--- config.mk ---
export PLATFORM = sky130hd
export DESIGN_NAME = universal_shift_register
export DESIGN_NICKNAME = d
export VERILOG_FILES = /design/src/rtl/shift_pkg.sv /design/src/rtl/shift_step.sv /design/src/rtl/universal_shift_register.sv
export SDC_FILE = /design/constraint.sdc
export NUM_CORES = 1
export LEC_CHECK = 0
export ABC_AREA = 1
export BUFFER_PORTS_ARGS = -buffer_cell sky130_fd_sc_hd__buf_2
export CORE_AREA = 2 2 62 49
export CTS_CLUSTER_DIAMETER = 50
export DETAILED_ROUTE_END_ITERATION = 16
export DIE_AREA = 0 0 64 51
export PLACE_DENSITY = 0.71
export SLEW_MARGIN = 20
export SYNTH_ARGS = -nofsm -noshare
export SYNTH_HDL_FRONTEND = slang
export SYNTH_SLANG_ARGS = --single-unit
--- constraint.sdc ---
create_clock -name clock -period 3.5 [get_ports clock]
set_input_delay 0.175 -clock clock [delete_from_list [all_inputs] [get_ports clock]]
set_output_delay 0.175 -clock clock [all_outputs]
set_load 0.01 [all_outputs]
--- src/rtl/shift_pkg.sv ---
// Shared types for the universal shift register: shift mode encoding and sequencer states.
package shift_pkg;

    typedef enum logic [2:0] {
        SHL  = 3'b000,
        SHR  = 3'b001,
        ROL  = 3'b010,
        ROR  = 3'b011,
        RCL  = 3'b100,
        RCR  = 3'b101,
        ASR  = 3'b110,
        RSVD = 3'b111
    } shift_mode_t;

    typedef enum logic {
        IDLE = 1'b0,
        RUN  = 1'b1
    } usr_state_t;

endpackage

--- src/rtl/shift_step.sv ---
// One-position shift/rotate step: computes the next register value and carry for a given mode.
module shift_step
    import shift_pkg::*;
#(
    parameter int WIDTH = 8
) (
    input  logic [WIDTH-1:0] q,
    input  logic             carry,
    input  logic             serial_in,
    input  shift_mode_t      mode,
    output logic [WIDTH-1:0] q_next,
    output logic             carry_next
);

    // The reserved encoding falls through to the hold defaults.
    always_comb begin
        q_next     = q;
        carry_next = carry;
        case (mode)
            SHL: begin
                q_next     = {q[WIDTH-2:0], serial_in};
                carry_next = q[WIDTH-1];
            end
            SHR: begin
                q_next     = {serial_in, q[WIDTH-1:1]};
                carry_next = q[0];
            end
            ROL: begin
                q_next     = {q[WIDTH-2:0], q[WIDTH-1]};
                carry_next = q[WIDTH-1];
            end
            ROR: begin
                q_next     = {q[0], q[WIDTH-1:1]};
                carry_next = q[0];
            end
            RCL: begin
                q_next     = {q[WIDTH-2:0], carry};
                carry_next = q[WIDTH-1];
            end
            RCR: begin
                q_next     = {carry, q[WIDTH-1:1]};
                carry_next = q[0];
            end
            ASR: begin
                q_next     = {q[WIDTH-1], q[WIDTH-1:1]};
                carry_next = q[0];
            end
            default: begin
            end
        endcase
    end

endmodule

--- src/rtl/universal_shift_register.sv ---
// Multi-mode shift/rotate register with carry flag; a start launches N one-bit steps, one per clock.
module universal_shift_register
    import shift_pkg::*;
#(
    parameter int WIDTH = 8,
    parameter int AW    = $clog2(WIDTH) + 1
) (
    input  logic             clock,
    input  logic             reset,
    input  logic             load,
    input  logic [WIDTH-1:0] D,
    input  logic             c_load,
    input  logic             start,
    input  logic [2:0]       mode,
    input  logic [AW-1:0]    amount,
    input  logic             serial_in,
    output logic [WIDTH-1:0] Q,
    output logic             carry,
    output logic             busy,
    output logic             done
);

    usr_state_t       state;
    shift_mode_t      mode_q;
    logic [AW-1:0]    cnt;
    logic [WIDTH-1:0] q_next;
    logic             carry_next;

    shift_step #(.WIDTH(WIDTH)) u_step (
        .q          (Q),
        .carry      (carry),
        .serial_in  (serial_in),
        .mode       (mode_q),
        .q_next     (q_next),
        .carry_next (carry_next)
    );

    assign busy = (state == RUN);

    // Load always wins over start, and in RUN it aborts the operation without a done pulse.
    always_ff @(posedge clock or posedge reset) begin
        if (reset) begin
            Q      <= '0;
            carry  <= 1'b0;
            done   <= 1'b0;
            state  <= IDLE;
            cnt    <= '0;
            mode_q <= SHL;
        end else begin
            done <= 1'b0;
            case (state)
                IDLE: begin
                    if (load) begin
                        Q     <= D;
                        carry <= c_load;
                    end else if (start) begin
                        if (amount == '0) begin
                            done <= 1'b1;
                        end else begin
                            mode_q <= shift_mode_t'(mode);
                            cnt    <= amount;
                            state  <= RUN;
                        end
                    end
                end
                RUN: begin
                    if (load) begin
                        Q     <= D;
                        carry <= c_load;
                        cnt   <= '0;
                        state <= IDLE;
                    end else begin
                        Q     <= q_next;
                        carry <= carry_next;
                        cnt   <= cnt - AW'(1);
                        if (cnt == AW'(1)) begin
                            state <= IDLE;
                            done  <= 1'b1;
                        end
                    end
                end
                default: state <= IDLE;
            endcase
        end
    end

endmodule

---- After elaboration in Yosys (flattened, before gate mapping) ----
Cells that the tools add are included.
W data, S select, Z words.
storage, ports and cells
  flip-flop bits (word level) ............. 18
  bits of input ports ..................... 21
  output and inout bits ................... 11
  logic and storage cells ................. 60
operators by class
  $add $sub $neg .......................... 1
  equality and inequality tests ........... 15
  multiplexer cells ....................... 25
  bitwise logic cells ..................... 3
  reductions and logical operators ........ 9
operator list
  cell                   count
  $pmux W8 S7            1
  $mux W4                4
  $mux W8                2
  $pmux W8 S2            1
  $mux W1                12
  $eq A3 B3 Y1 const B   3
  $ne A9 B2 Y1 const B   1
  $ne A2 B2 Y1 const B   4
  $ne A8 B2 Y1 const B   1
  $pmux W1 S2            4
  $pmux W4 S2            1
  $eq A3 B2 Y1 const B   2
  $reduce_and A3 Y1      2
  $eq A4 B1 Y1 const B   1
  $logic_not A4 Y1       1
  $ne A4 B4 Y1 const B   1
  $reduce_and A2 Y1      2
  $reduce_and A4 Y1      1
  $reduce_or A4 Y1       1
  $sub A4 B1 Y4 const B  1
  $eq A3 B1 Y1 const B   1
  $logic_not A3 Y1       1
  $ne A3 B3 Y1 const B   1
  $not A1 Y1             3
  $reduce_or A3 Y1       1

---- Longest topological paths before layout ----
  word-level depth ........................ 5
  gate-level depth with buffers ........... 8
  depth with buffers taken out ............ 8

---- By module ----
A second synthesis with hierarchy kept.
second synthesis, totals
  cell total of the unflattened synthesis .. 186
  area total of the unflattened synthesis .. 1,248.7 um2
modules (own cells, without submodules)
  module                    instances  cells each  area an instance (um2)
  universal_shift_register  1          111         890.9
  shift_step                1          75          357.8

---- Least setup slack after synthesis ----
OpenSTA, ideal clock, no wires.
  path type ............................... register to register
  start point ............................. register state, in the netlist busy
  end point ............................... register Q[7]
  setup time .............................. 0.116 ns
  arrival ................................. 1.089 ns
  required time ........................... 3.384 ns
  slack ................................... 2.295 ns
  cell stages (with the launch flop) ...... 8
  period minus slack after synthesis ...... 1.205 ns
  path through ............................ dfrtp_1 > inv_4 > nor2_8 > inv_2 > a21oi_1 > nand2_1 > nand2_1 > nand2_1
between the ends
  cells in the longest elaborated chain, start to end .. 3
  elaborated cells on any way between the ends .. 6
  those cells by class .................... 3 x eq/ne; 1 x mux; 1 x bitwise; 1 x reduce/logical
RTL lines
  what                                                  line                            text
  from (decl)                                           universal_shift_register.sv:23  usr_state_t state;
  from (signal assigned)                                universal_shift_register.sv:46  state <= IDLE;
  from (signal assigned)                                universal_shift_register.sv:62  state <= RUN;
  from (signal assigned)                                universal_shift_register.sv:71  state <= IDLE;
  branches (longest 3 deep; another with $ne A8 B2 Y1)  --
  to (signal assigned)                                  universal_shift_register.sv:73  Q <= q_next;
  to (decl)                                             universal_shift_register.sv:17  output logic [WIDTH-1:0] Q,
Parallel ways; which one is timed is not known.
A chain may end at the register's enable or synchronous reset.

---- Worst setup path after layout ----
Ends and elaborated chain as after synthesis.

==> metrics.txt <==
final hold violation count=18; Post-synth EDFFs=0; startpoint types=flip-flop; clk buf depth=2; flops & latches, synth=18; Setup CP Type=flip-flop to flip-flop; CTS Buf Count=3; DP Worst Slack=about 2100 ps; RSZ-0062 raised after global routing=no; Worst Path Required=~3700 ps; crit-path max cell delay=between 500 and 600 ps; worst setup margin=approximately 2100 ps; Worst-Margin Slew=~700 ps; worst-path cell chain=inv_4 -> nor2_8 -> inv_2 -> a21oi_1 -> nand2_1 -> nand2_1 -> nand2_1; io pins=32; die footprint=~0.0033 mm²; leakage=~0.00072 µW; r2r startpoint=busy; initial antenna violation count=0; hold_ws=-27.20 ps; status=finished, violations left; Final Wtd Congestion=0.8626; clock slew at the register clock pins of the worst setup and hold paths=110 ps; Fin Setup TNS=0 ps; average cell area after synthesis=between 6 and 7 µm²; Arr. time, crit path=roughly 1600 ps; site row count=17; ANT cells=0; Die H=51 µm; Post-DP HPWL=1910 µm; worst relative slew slack=0.5210; most frequent CP cell=nand2_1; YS warnings=0; CTS hold repair buffers=0; f_max=around 0.72 GHz; # placed instances=235; Placeable Area=between 0.002 and 0.003 mm²; max cap viols=0; clk sinks=18; Finished Core Util=0.4943; GR Overflow Total=0; Hold Path Class=input pin to async pin; WL/cell=around 11 µm; largest net degree at the start of global routing=19; first-pass GRT wire length=around 4600 µm; fin crit share=0.3944; Worst-Skew Late Latency=around 300 ps; post-layout min period=~1400 ps; failing checks=negative hold slack; worst setup path start=busy; starting density of the core=0.4154; Netlist cell types=18; ys async rst share=1.000; synthesis-to-layout area growth=18.99%; CTS tree=yes; post-layout net count=between 200 and 250; CP Capture Type=flip-flop; largest cells by area after synthesis=dfrtp_1, nand2_1, nor2_1, nand3_1, inv_1; Iteration-0 DRC Markers=65; gr usage total=0.1827; worst clock skew=between 4 and 5 ps; final number of setup-violating endpoints=0; DR vias=around 1200; CP Max Fanout=18; number of global-route vias before repair=1018; synthesized instance count=roughly 170; Root Driver=clkbuf_4; CP max-delay cell=dfrtp_1; ys flop type=dfrtp_1; cts repair resizes=0; Final ANT Viol Nets=0; most common cell in the netlist=nand2_1; register area share after synthesis=0.3952; Final Max Slew Viols=0; Mapped Nets=around 190; fin cells=around 240; area leader, netlist=dfrtp_1; Setup Buffers After CTS=0; Netlist Area Pre-Place=~0.0011 mm²; power per cell area=approximately 530 mW/mm²; share of cells above drive strength 1=0.2189; routed vias/inst=between 4 and 5; IO buf count=31; CTS HTree Levels=1; chip width=roughly 64 µm; Synth top area share=0.3952; Max IR drop VDD=between 0.3 and 0.4 mV; top cell types by occurrence after synthesis=nand2_1, nor2_1, dfrtp_1; drt total wl=2611 µm; DRC viols=0; First-pass DRT Iterations=4
## power breakdown
| part | total [µW] | internal [µW] | switching, µW |
|---|---|---|---|
| combinational | 273 | 100 | 172 |
| sequential | 309 | 256 | 53.3 |
| clock | 131 | 63.5 | 67.2 |
| total | 712 | 420 | 293 |
## critical path, delay by kind of cell (launching register included)
kind / cells / cell delay, ps
buffers and inverters: 2 / 210
and+or+nand+nor: 4 / 390
AOI/OAI and AO/OA: 1 / 130
DFF: 1 / 550
## registers in the layout, indices dropped and copies added (netlist names)
register / count
cnt: 4
done: 1
Q: 8
carry: 1
mode_q: 3
busy: 1
## stage by stage
stage	total power, µW	instance area (µm²)
after floorplan	502.3	1140
after global placement	582.7	1320
after detailed placement	582.9	1320
after CTS	718.4	1356
after global routing	779.0	1356
final	712.4	1356
## worst paths after layout
path                              to  slack [ps]  cells after the start
max                             Q[7]        2120                      7
min                             done         -30                      2
max reg2reg                     Q[7]        2120                      7
min reg2reg                   cnt[2]         520                      2
max in group asynchronous       Q[0]        3070                      2
min in group clock         mode_q[2]          80                      3
## layer usage
metal	routed length, µm	GRT usage	up-vias
li1	-	-	599
met1	1270	0.2434	515
met2	1148	0.2830	36
met3	169	0.05286	2
met4	22	0.06522	0
met5	0	0	-
## cell families (layout without fill, tap and decap cells)
family | count (synthesis) | in the layout | share of synthesized area
adders and majority gates | 2 | 2 | 0.02195
DFF | 18 | 18 | 0.3952
and+or+nand+nor | 107 | 107 | 0.3930
AOI/OAI and AO/OA | 22 | 22 | 0.1120
buffers and inverters | 19 | 52 | 0.07794
## area by class of cell
type | instances | area [µm²]
clock buffers | 4 | 36.28
repair buffers | 31 | 155.1
fillers | 281 | 1388
inverters | 17 | 66.31
multi-input cells | 131 | 600.6
well taps | 38 | 47.55
flip-flops and latches | 18 | 450.4
## cells in the final DEF (no fill, tap or decap), drive strengths merged
cell,synthesis,final
nor2,24,24
a21oi,8,8
nand3,18,18
dfrtp,18,18
buf,2,31
o21ai,12,12
nand2,65,65
o22ai,2,2
clkbuf,0,4
ha,2,2
inv,17,17
No activity file was read; power rests on OpenSTA's default activity.
